`config.mk`:
```
export PLATFORM = sky130hd
export DESIGN_NAME = debounce_bank
export DESIGN_NICKNAME = d
export VERILOG_FILES = /design/src/rtl/debounce_pkg.sv /design/src/rtl/debounce_chan.sv /design/src/rtl/debounce_bank.sv
export SDC_FILE = /design/constraint.sdc
export NUM_CORES = 1
export LEC_CHECK = 0
export BUFFER_PORTS_ARGS = -buffer_cell sky130_fd_sc_hd__buf_2
export CAP_MARGIN = 20
export CORE_ASPECT_RATIO = 0.6
export CORE_UTILIZATION = 30
export DETAILED_ROUTE_END_ITERATION = 10
export PLACE_DENSITY = 0.42
export SYNTH_ARGS = -nofsm -noshare
export SYNTH_HDL_FRONTEND = slang
export SYNTH_SLANG_ARGS = --single-unit
```
`constraint.sdc`:
```
create_clock -name clock -period 3.5 [get_ports clock]
set_input_delay 0.175 -clock clock [delete_from_list [all_inputs] [get_ports clock]]
set_output_delay 0.175 -clock clock [all_outputs]
set_load 0.05 [all_outputs]
```
`src/rtl/debounce_pkg.sv`:
```
// Shared constants and helpers for the debounce_bank family.
// Default timing constants are chosen for a 27 MHz board clock:
//   NDELAY        ~24 ms of stable input before the clean level follows
//   REPEAT_DELAY  ~300 ms hold before the first auto-repeat pulse
//   REPEAT_PERIOD ~100 ms between subsequent auto-repeat pulses
package debounce_pkg;

  localparam int DEF_NDELAY        = 650000;
  localparam int DEF_REPEAT_DELAY  = 8100000;
  localparam int DEF_REPEAT_PERIOD = 2700000;

  // Bits needed to hold values 0..n; never less than one bit.
  function automatic int cnt_width(input int n);
    if (n < 1) return 1;
    return $clog2(n + 1);
  endfunction

endpackage

```
`src/rtl/debounce_chan.sv`:
```
// One debounce channel: two-flop synchroniser, saturating stability
// counter, clean level with registered press/release pulses and, when
// DEBOUNCE_REPEAT_EN is defined, a held-key auto-repeat pulse generator.
// The release pulse port is called release_o because "release" is a
// reserved word in SystemVerilog.
module debounce_chan
  import debounce_pkg::*;
#(
  parameter int   NDELAY    = DEF_NDELAY,
  parameter logic RESET_VAL = 1'b0
`ifdef DEBOUNCE_REPEAT_EN
  ,
  parameter int   REPEAT_DELAY  = DEF_REPEAT_DELAY,
  parameter int   REPEAT_PERIOD = DEF_REPEAT_PERIOD
`endif
) (
  input  logic clock,
  input  logic reset,
  input  logic noisy,
  output logic clean,
  output logic press,
  output logic release_o,
  output logic rpt
);

  localparam int              CNT_W   = cnt_width(NDELAY);
  localparam logic [CNT_W-1:0] CNT_MAX = CNT_W'(NDELAY);

  logic             s1_q;
  logic             s2_q;
  logic             xnew_q;
  logic             xnew_d;
  logic [CNT_W-1:0] count_q;
  logic [CNT_W-1:0] count_d;
  logic             clean_q;
  logic             clean_d;
  logic             press_q;
  logic             press_d;
  logic             rel_q;
  logic             rel_d;

  // Two-flop synchroniser for the asynchronous input.
  always_ff @(posedge clock or posedge reset) begin
    if (reset) begin
      s1_q <= RESET_VAL;
      s2_q <= RESET_VAL;
    end else begin
      s1_q <= noisy;
      s2_q <= s1_q;
    end
  end

  // Stability filter: any change restarts the count; once the count has
  // saturated the candidate level is (re)written into clean every cycle.
  always_comb begin
    xnew_d  = xnew_q;
    count_d = count_q;
    clean_d = clean_q;
    if (s2_q != xnew_q) begin
      xnew_d  = s2_q;
      count_d = '0;
    end else if (count_q == CNT_MAX) begin
      clean_d = xnew_q;
    end else begin
      count_d = count_q + CNT_W'(1);
    end
    press_d = clean_d & ~clean_q;
    rel_d   = ~clean_d & clean_q;
  end

  // Filter state and registered edge pulses.
  always_ff @(posedge clock or posedge reset) begin
    if (reset) begin
      xnew_q  <= RESET_VAL;
      count_q <= '0;
      clean_q <= RESET_VAL;
      press_q <= 1'b0;
      rel_q   <= 1'b0;
    end else begin
      xnew_q  <= xnew_d;
      count_q <= count_d;
      clean_q <= clean_d;
      press_q <= press_d;
      rel_q   <= rel_d;
    end
  end

  assign clean     = clean_q;
  assign press     = press_q;
  assign release_o = rel_q;

`ifdef DEBOUNCE_REPEAT_EN
  localparam int               RC_W      = cnt_width(REPEAT_DELAY);
  localparam logic [RC_W-1:0]  RC_LAST   = RC_W'(REPEAT_DELAY - 1);
  localparam logic [RC_W-1:0]  RC_RELOAD = RC_W'(REPEAT_DELAY - REPEAT_PERIOD);

  logic [RC_W-1:0] rc_q;
  logic [RC_W-1:0] rc_d;
  logic            rpt_q;
  logic            rpt_d;

  // Hold timer: restarts on press, idles at zero while released. Reloading
  // to DELAY-PERIOD after each pulse makes later pulses PERIOD apart.
  // Looking at clean_d means a release suppresses a coinciding repeat.
  always_comb begin
    rc_d  = rc_q;
    rpt_d = 1'b0;
    if (!clean_d || press_d) begin
      rc_d = '0;
    end else if (rc_q == RC_LAST) begin
      rpt_d = 1'b1;
      rc_d  = RC_RELOAD;
    end else begin
      rc_d = rc_q + RC_W'(1);
    end
  end

  // Repeat timer and registered repeat pulse.
  always_ff @(posedge clock or posedge reset) begin
    if (reset) begin
      rc_q  <= '0;
      rpt_q <= 1'b0;
    end else begin
      rc_q  <= rc_d;
      rpt_q <= rpt_d;
    end
  end

  assign rpt = rpt_q;
`else
  assign rpt = 1'b0;
`endif

endmodule

```
`src/rtl/debounce_bank.sv`:
```
// NCHAN-wide pushbutton/switch debouncer built from independent
// debounce_chan instances. Optional held-key auto-repeat is built when
// the DEBOUNCE_REPEAT_EN macro is defined; otherwise rpt is all-zero.
module debounce_bank
  import debounce_pkg::*;
#(
  parameter int               NCHAN         = 4,
  parameter int               NDELAY        = DEF_NDELAY,
  parameter logic [NCHAN-1:0] RESET_VAL     = {NCHAN{1'b0}},
  parameter int               REPEAT_DELAY  = DEF_REPEAT_DELAY,
  parameter int               REPEAT_PERIOD = DEF_REPEAT_PERIOD
) (
  input  logic             clock,
  input  logic             reset,
  input  logic [NCHAN-1:0] noisy,
  output logic [NCHAN-1:0] clean,
  output logic [NCHAN-1:0] press,
  output logic [NCHAN-1:0] release_o,
  output logic [NCHAN-1:0] rpt
);

  // One fully independent filter per input.
  for (genvar i = 0; i < NCHAN; i++) begin : g_chan
    debounce_chan #(
      .NDELAY        (NDELAY),
      .RESET_VAL     (RESET_VAL[i])
`ifdef DEBOUNCE_REPEAT_EN
      ,
      .REPEAT_DELAY  (REPEAT_DELAY),
      .REPEAT_PERIOD (REPEAT_PERIOD)
`endif
    ) u_chan (
      .clock     (clock),
      .reset     (reset),
      .noisy     (noisy[i]),
      .clean     (clean[i]),
      .press     (press[i]),
      .release_o (release_o[i]),
      .rpt       (rpt[i])
    );
  end

`ifndef DEBOUNCE_REPEAT_EN
  // Repeat parameters are accepted for a uniform interface but have no
  // effect in this build; this empty block only references them.
  if (REPEAT_PERIOD > REPEAT_DELAY) begin : g_repeat_params_unused
  end
`endif

endmodule
```
==> results of run 1 <==
-- synthesized netlist by cell type, drive strengths merged, types with 2 or more instances --
master  count  area (sq um)
xor2       18           158
o31ai       7          52.6
inv        20          75.1
o21ai      29           145
nand2      36           135
nor3       20           100
nor4bb      4          40.0
nor2       49           184
nand3      29           160
and2        3          18.8
and4       10          88.8
nor4        9          68.8
nand4      24           178
ha          8           100
a31o        4          35.0
nor2b       3          18.8
xnor2      29           254
clkbuf     12          48.8
nor4b       8          70.1
mux2i       4          40.0
o211ai      5          37.5
or2         3          18.8
or4         8          63.8
nand2b      9          56.3
a31oi       2          12.5
or3        14          87.6
a21oi      34           170
dfrtp     104          2600
and3        3          18.8
nor3b       4          30.0
a41o        2          20.0
and4bb      2          25.0
buf        18           130
-- metrics by stage --
stage                     hold slack (ns)  power, mW  worst slack (ns)
after floorplan                     0.206       1.41             0.593
after global placement              0.284       1.46              1.52
after detailed placement            0.284       1.46              1.51
after CTS                          0.0376       2.51              1.48
after global routing               0.0743       2.58              1.18
final                             0.00205       2.47              1.44
-- report_power, final --
part | leakage, nW | internal, mW | switching (mW)
clock network | 0.138 | 0.555 | 0.474
logic | 0.785 | 0.0547 | 0.109
registers | 1.42 | 1.23 | 0.0421
-- repair_timing --
item / 4_1_cts / 5_1_grt
hold buffers: 4 / 0
endpoints found under the hold margin: 4 / 0
setup endpoints to repair: 0 / 0
-- worst max-delay path by stage --
stage,from,depth (start not counted),to
4_1_cts,g_chan[1].u_chan.count_q[0],6,g_chan[1].u_chan.release_o
3_3_place_gp,g_chan[2].u_chan.count_q[1],5,g_chan[2].u_chan.count_q[18]
5_1_grt,g_chan[2].u_chan.count_q[1],5,g_chan[2].u_chan.count_q[18]
3_5_place_dp,g_chan[2].u_chan.count_q[1],5,g_chan[2].u_chan.count_q[18]
6_report,g_chan[2].u_chan.count_q[1],5,g_chan[2].u_chan.count_q[18]
2_1_floorplan,reset,1,g_chan[0].u_chan.clean
-- area by class of cell --
type / instances / area [sq um]
clock buffer: 9 / 225
clock inverter: 7 / 71.3
fill: 1742 / 11300
inverter: 20 / 77.6
multi-input combinational: 389 / 2440
sequential: 104 / 2600
tap: 234 / 293
timing repair buffer: 27 / 170
-- registers in the layout, summed over array words and instances (netlist names) --
| name | flops |
|---|---|
| g_chan.u_chan.clean | 4 |
| g_chan.u_chan.release_o | 4 |
| g_chan.u_chan.s2_q | 4 |
| g_chan.u_chan.count_q | 80 |
| g_chan.u_chan.s1_q | 4 |
| g_chan.u_chan.xnew_q | 4 |
| g_chan.u_chan.press | 4 |
-- kinds of logic (layout without fill, tap and decap cells) --
group	Yosys count	count (layout)	share of synthesized area, %
other cells	1	4	0.0709
xor+xnor	47	47	7.78
flops	104	104	49.2
simple gates	242	242	26.4
fa+ha+maj	8	8	1.89
mux	4	4	0.757
buf+inv	50	63	4.80
compound gates	84	84	9.08
-- layer usage --
metal | global-route usage (%) | vias to the layer above | part of all wire [%]
met3 | 3.20 | 9 | 3.2
li1 | - | 1938 | -
met2 | 17.4 | 53 | 39
met1 | 20.7 | 1886 | 57
met4 | 3.35 | 0 | 0.81
met5 | 0 | - | 0
==> impl_metrics.yaml, run 1 <==
outcome:
  outcome: "finished, final reports clean"
clock_tree:
  post_cts_buffers: 0
  clock_path_buffers: 2
  cts_num_sinks: 104
  ctsResizeCount: 0
  cts_buffers: 9
  tritoncts: "done"
  h-tree-depth: 3
  insertion_delay_ns: 0.35
  cts.clk_slew.worst_paths_ns: 0.08
  cts_root_buf: "clkbuf_16"
global_routing:
  grt_pass1_wl_microns: 19200
  antenna_found_initial: 0
  overflow: 0
  grt_pass1_vias: 3677
  grt_use_total_pct: 13.1
  grt_max_degree: 65
critical_path:
  timing.rr.end: "g_chan[2].u_chan.count_q[18]"
  path_cells: "ha_1 -> nand4_1 -> nor4_1 -> a21oi_1 -> a31o_2"
  worstPathRequired_ns: 3.73
  worst_path_max_delay_cell: "nor4_1"
  cpPeakStageDelay_ns: 0.65
  ff2ff_path_depth: 5
  endpoint_kind: "flop"
  reg2reg_from: "g_chan[2].u_chan.count_q[1]"
  cp_num_buf_inv: 0
  critPathKind: "reg -> reg"
  regToRegSetupSlack_ns: 1.44
  worst-path-max-fanout: 6
  cp.arrival_ns: 2.30
  critPathLaunchType: "flop"
  cpLargestDelayFamily: "simple AND/OR/NAND/NOR gates"
placed_design:
  globalplace.congestion: 0.778
  hpwl_microns: 7690
  io_buffers: 17
  place_area_sq_um: 5550
  dp.cells: 770
job:
  cap_violations: 0
routing:
  drt_wl_total_microns: 11100
  drc: 0
  wl_per_cell_microns: 14.1
  firstDrtPassIters: 4
  dr_total_vias: 3886
  vias_per_cell: 4.92
  postRouteAntennaNets: 0
  drtIter0Drc: 283
sta:
  post-route-min-period_ns: 2.06
  setup-tns-final_ns: 0
  setup_viol: 0
  finalCritPeriodShare_pct: 59.0
  fin_skew_ns: 0.00842
  fmax_ghz: 0.484
  rsz0062_at_grt: "false"
  slew_viol_final: 0
  hold_viol: 0
  worstMarginPinSlew_ns: 0.892
  slew_headroom_pct: 40.3
power_and_ir_drop:
  power.density_nw_per_um2: 419
  p_leak_nw: 2.34
  ir_worst_vdd_mv: 0.216
hold_path:
  hold_class: "in -> async"
layout:
  fin_area_sq_um: 5880
  area_growth_pct: 11.2
  nets: 565
  final_cell_mix: "dfrtp_1 (104), nor2_1 (49), nand2_1 (36)"
  drive_above_1_share_pct: 10.6
  num_antenna_cells: 0
  final_common_cell: "dfrtp_1"
  fin_util_pct: 34.3
  fin_cells: 790
floorplan:
  rows: 37
  die_w_microns: 173
  die_y_microns: 105
  fp.coreArea_sq_um: 17200
  start_util_pct: 30.8
  num_io_pins: 22
  die-area_sq_um: 18200
synthesis:
  ys_seq_area_share_pct: 49.2
  synth_area_sq_um: 5290
  yosysWarnings: 0
  ys_types: 48
  synth-seq-cells: 104
  async_reset_ff_share_pct: 100
  synth_ff_type: "dfrtp_1"
  synth_edf_count: 0
  avgSynthCellArea_sq_um: 9.80
  synthesis.instances: 540
No activity file was read; power rests on OpenSTA's default activity.
==> run 2, diff against run 1 <==
PLACE_DENSITY = 0.43   (was 0.42)
clock period = 1.85 ns   (was 3.5 ns; I/O delays follow)
==> run 2 against run 1 <==
Against the previous run:
- sequential share of layout area fell by 1.9 points
- count of clock-buffer cells in the layout grew 2
- non-clock buffer count increased by 28
- first-iteration DRC count down 42%
- global-route usage grew 0.15 points
- total power increased by 84%
- sequential power increased by 91%
- combinational power grew 100%
- critical path type unchanged
- critical endpoint is now g_chan[1].u_chan.release_o
- highest routed layer unchanged
==> impl_metrics.yaml, run 2 (synthesized netlist as in run 1, its figures left out) <==
sta:
  setup_viol: 0
  slew_viol_final: 0
  post-route-min-period_ns: 1.76
  fin_skew_ns: 0.0108
  hold_viol: 0
  setup-tns-final_ns: 0
  fmax_ghz: 0.569
  slew_headroom_pct: 61.4
  finalCritPeriodShare_pct: 95.1
  worstMarginPinSlew_ns: 0.579
  rsz0062_at_grt: "false"
global_routing:
  grt_max_degree: 105
  overflow: 0
  grt_pass1_vias: 3795
  grt_use_total_pct: 13.3
  antenna_found_initial: 0
  grt_pass1_wl_microns: 19600
power_and_ir_drop:
  swShare_pct: 25.4
  p_comb_share_pct: 7.4
  p_sw_mw: 1.15
  ir_worst_vdd_mv: 0.443
  intPower_mw: 3.39
  power.density_nw_per_um2: 737
  p_leak_nw: 2.48
  p_seq_share_pct: 53.2
  pwr-share-clk_pct: 39.4
placed_design:
  globalplace.congestion: 0.751
  hpwl_microns: 7720
  io_buffers: 17
critical_path:
  worst-path-max-fanout: 4
  cp.arrival_ns: 1.99
  endpoint_kind: "flop"
  worstPathRequired_ns: 2.09
  critPathKind: "reg -> reg"
  critPathLaunchType: "flop"
clock_tree:
  insertion_delay_ns: 0.34
  cts.clk_slew.worst_paths_ns: 0.07
  cts_root_buf: "clkbuf_16"
  tritoncts: "done"
  cts_num_sinks: 104
  h-tree-depth: 3
  cts_buffers: 9
  clock_path_buffers: 2
layout:
  fin_util_pct: 35.9
  largest_reg_flops: 80
  drive_above_1_share_pct: 16.7
  n_fill_cell: 1743
  num_antenna_cells: 0
  nets: 593
  area_growth_pct: 16.5
  final_cell_mix: "dfrtp_1 (100), nor2_1 (49), nand2_1 (36)"
  regMostFlops: "g_chan.u_chan.count_q"
  final_common_cell: "dfrtp_1"
floorplan:
  num_io_pins: 22
  die_y_microns: 105
  die_w_microns: 173
  die-area_sq_um: 18200
  rows: 37
  start_util_pct: 30.8
  fp.coreArea_sq_um: 17200
outcome:
  outcome: "finished, final reports clean"
routing:
  vias_per_cell: 4.92
  wl_per_cell_microns: 14.0
  postRouteAntennaNets: 0
  dr_total_vias: 4011
  drc: 0
  firstDrtPassIters: 7
  drt_wl_total_microns: 11400
  drtIter0Drc: 163
hold_path:
  hold_class: "reg -> reg"
job:
  cap_violations: 0
run 2: per-layer routing:
metal,track usage (%),up-vias,part of all wire (%)
li1,-,1990,-
met1,20.3,1966,57
met2,18.2,49,40
met3,2.95,6,2.8
met4,4.11,0,0.46
met5,0,-,0
run 2: path summary, 6_finish.rpt:
path	startpoint	end	slack, ns	cells past startpoint
worst max-delay path	g_chan[1].u_chan.count_q[1]	g_chan[1].u_chan.release_o	0.09	6
worst min register to register	g_chan[2].u_chan.s1_q	g_chan[2].u_chan.s2_q	0.35	0
worst max register to register	g_chan[1].u_chan.count_q[1]	g_chan[1].u_chan.release_o	0.09	6
max in group asynchronous	reset	g_chan[3].u_chan.count_q[3]	0.93	4
worst min-delay path	g_chan[2].u_chan.s1_q	g_chan[2].u_chan.s2_q	0.35	0
min in group asynchronous	reset	g_chan[2].u_chan.count_q[17]	0.45	4
run 2: final cells by class:
type | instances | area, sq um | share of cell area (%)
multi-input cells | 389 | 2530 | 41.0
flip-flops and latches | 104 | 2610 | 42.3
inverters | 20 | 78.8 | 1.28
well taps | 234 | 293 | 4.75
clock inverters | 3 | 18.8 | 0.305
clock buffers | 11 | 243 | 3.94
repair buffers | 55 | 395 | 6.41
run 2: critical path, stage by stage (launching register included):
cell and delay [ns]:
dfrtp_1 0.42, inv_1 0.09, ha_1 0.14, nor4b_1 0.22
nand4b_1 0.20, or2_1 0.29, nor4b_1 0.29
run 2: power groups by stage:
| stage | clock network, mW | logic (mW) | registers, mW |
|---|---|---|---|
| final | 1.79 | 0.335 | 2.42 |
| after detailed placement | 0 | 0.322 | 2.45 |
| after CTS | 1.87 | 0.333 | 2.41 |
| after global routing | 1.94 | 0.384 | 2.43 |
| after global placement | 0 | 0.319 | 2.45 |
| after floorplan | 0 | 0.245 | 2.42 |
run 2: metrics by stage:
step           area [sq um]  worst slack [ns]  hold slack (ns)  instances  power, mW
2_1_floorplan          5310             0.133            0.124        543       2.67
3_3_place_gp           5760            0.0299            0.202        796       2.77
4_1_cts                6070            0.0165            0.352        815       4.61
3_5_place_dp           5760           0.00103            0.202        796       2.77
5_1_grt                6160           0.00517            0.360        816       4.75
6_report               6160            0.0910            0.354        816       4.54
run 2: timing repair:
action,CTS,global route
endpoints found under the setup margin,1,11
buffers inserted,0,1
hold buffers,5,0
pin swaps,0,3
gates resized for setup,1,16
hold endpoints to repair,108,0
==> run 3, diff against run 2 <==
CTS_CLUSTER_DIAMETER = 40   (was unset)
REMOVE_ABC_BUFFERS = 1   (was unset)
==> run 3 against run 2 <==
Against the previous run:
- largest cell class unchanged
- first-iteration DRC count increased by 48%
- fmax increased by 1.2%
- non-clock buffer count is 7 higher
- worst setup slack improved by 0.021 ns
- sequential power about the same
- die area unchanged
- cell count up 1.1%
- sequential share of layout area decreased by 0.75 points
==> impl_metrics.yaml, run 3 (synthesized netlist as in run 1, its figures left out) <==
outcome:
  outcome: "finished, final reports clean"
layout:
  final_cell_mix: "dfrtp_1 (102), nor2_1 (49), buf_4 (38)"
  largest_reg_flops: 80
  fin_util_pct: 36.5
  final_common_cell: "dfrtp_1"
  nets: 600
  drive_above_1_share_pct: 17.9
  area_growth_pct: 18.5
  fin_cells: 825
  fin_area_sq_um: 6270
  num_antenna_cells: 0
  regMostFlops: "g_chan.u_chan.count_q"
  n_fill_cell: 1722
critical_path:
  cp_num_cells: 4
  ff2ff_path_depth: 4
  cp_num_buf_inv: 0
  cp.arrival_ns: 2.00
  worst_path_max_delay_cell: "dfrtp_1"
  cpLargestDelayFamily: "simple AND/OR/NAND/NOR gates"
  path_cells: "nand3_1 -> or3_1 -> or4_1 -> a21oi_1"
  critPathLaunchType: "flop"
  endpoint_kind: "flop"
  cpPeakStageDelay_ns: 0.48
  worst-path-max-fanout: 6
  worstPathRequired_ns: 2.11
  critPathKind: "reg -> reg"
power_and_ir_drop:
  p_leak_nw: 2.55
  power.density_nw_per_um2: 779
  ir_worst_vdd_mv: 0.376
  power_mw: 4.88
clock_tree:
  cts_num_sinks: 104
  h-tree-depth: 3
  cts_buffers: 9
  insertion_delay_ns: 0.34
  clock_path_buffers: 2
  tritoncts: "done"
  cts_root_buf: "clkbuf_16"
  cts.clk_slew.worst_paths_ns: 0.07
sta:
  setup-tns-final_ns: 0
  fmax_ghz: 0.575
  worstMarginPinSlew_ns: 0.517
  post-route-min-period_ns: 1.74
  worst_slack_ns: 0.112
  hold_viol: 0
  slew_headroom_pct: 65.0
  fin_skew_ns: 0.00906
  slew_viol_final: 0
  setup_viol: 0
  fin_hold_ws_ns: 0.290
  finalCritPeriodShare_pct: 93.9
  rsz0062_at_grt: "false"
global_routing:
  use_met1_pct: 20.7
  grt_max_degree: 47
  antenna_found_initial: 0
  grt_most_used_layer: "met1"
  grt_pass1_wl_microns: 19400
  overflow: 0
  grt_use_met3_pct: 3.09
  grt_pass1_vias: 3734
  grt_use_total_pct: 13.3
  use_met2_pct: 18.0
floorplan:
  die-area_sq_um: 18200
  start_util_pct: 30.8
  die_y_microns: 105
  die_w_microns: 173
  num_io_pins: 22
  fp.coreArea_sq_um: 17200
  rows: 37
placed_design:
  io_buffers: 17
  dp.cells: 802
  globalplace.congestion: 0.828
  dp_slack_ns: 0.0558
  place_area_sq_um: 5810
  hpwl_microns: 8210
routing:
  wl_per_cell_microns: 14.1
  drtIter0Drc: 242
  vias_per_cell: 4.82
  drt_wl_total_microns: 11600
  firstDrtPassIters: 4
  drc: 0
  dr_total_vias: 3977
  postRouteAntennaNets: 0
job:
  cap_violations: 0
hold_path:
  hold_class: "in -> async"
-- run 3: where the power goes --
group          internal, mW  total, mW  switching, mW
sequential             2.33       2.40         0.0749
combinational         0.139      0.366          0.228
clock                  1.23       2.11          0.883
total                  3.70       4.88           1.19
-- run 3: final timing paths --
path,startpoint,endpoint,slack (ns)
setup / recovery,g_chan[2].u_chan.count_q[2],g_chan[2].u_chan.count_q[15],0.11
hold / removal,reset,g_chan[0].u_chan.count_q[8],0.29
setup reg to reg,g_chan[2].u_chan.count_q[2],g_chan[2].u_chan.count_q[15],0.11
hold reg to reg,g_chan[2].u_chan.s1_q,g_chan[2].u_chan.s2_q,0.35
max in group asynchronous,reset,g_chan[1].u_chan.count_q[12],1.01
min in group clock,g_chan[2].u_chan.s1_q,g_chan[2].u_chan.s2_q,0.35
-- run 3: worst reg2reg max path, delay by kind of cell, from the launching register on --
family          cells  cell delay, ns
simple gates        3            1.01
compound gates      1            0.16
flops               1            0.48
-- run 3: repair_timing --
| item | CTS | global route |
|---|---|---|
| hold endpoints to repair | 29 | 0 |
| endpoints found under the setup margin | 0 | 11 |
| hold buffers | 5 | 0 |
| resized for setup | 0 | 13 |
| buffers inserted | 0 | 2 |
-- run 3: layer usage --
| metal | part of all wire, % | vias to the layer above |
|---|---|---|
| met4 | 0.76 | 0 |
| met5 | 0 | - |
| met1 | 57 | 1902 |
| li1 | - | 2013 |
| met3 | 2.8 | 10 |
| met2 | 40 | 52 |
-- run 3: cell type report --
class	count	area [sq um]	share of cell area [%]
Inverter	20	77.6	1.24
Tap cell	234	293	4.67
Multi-Input combinational cell	389	2500	39.9
Timing Repair Buffer	62	460	7.35
Sequential cell	104	2610	41.6
Clock inverter	6	91.3	1.46
Clock buffer	10	239	3.81
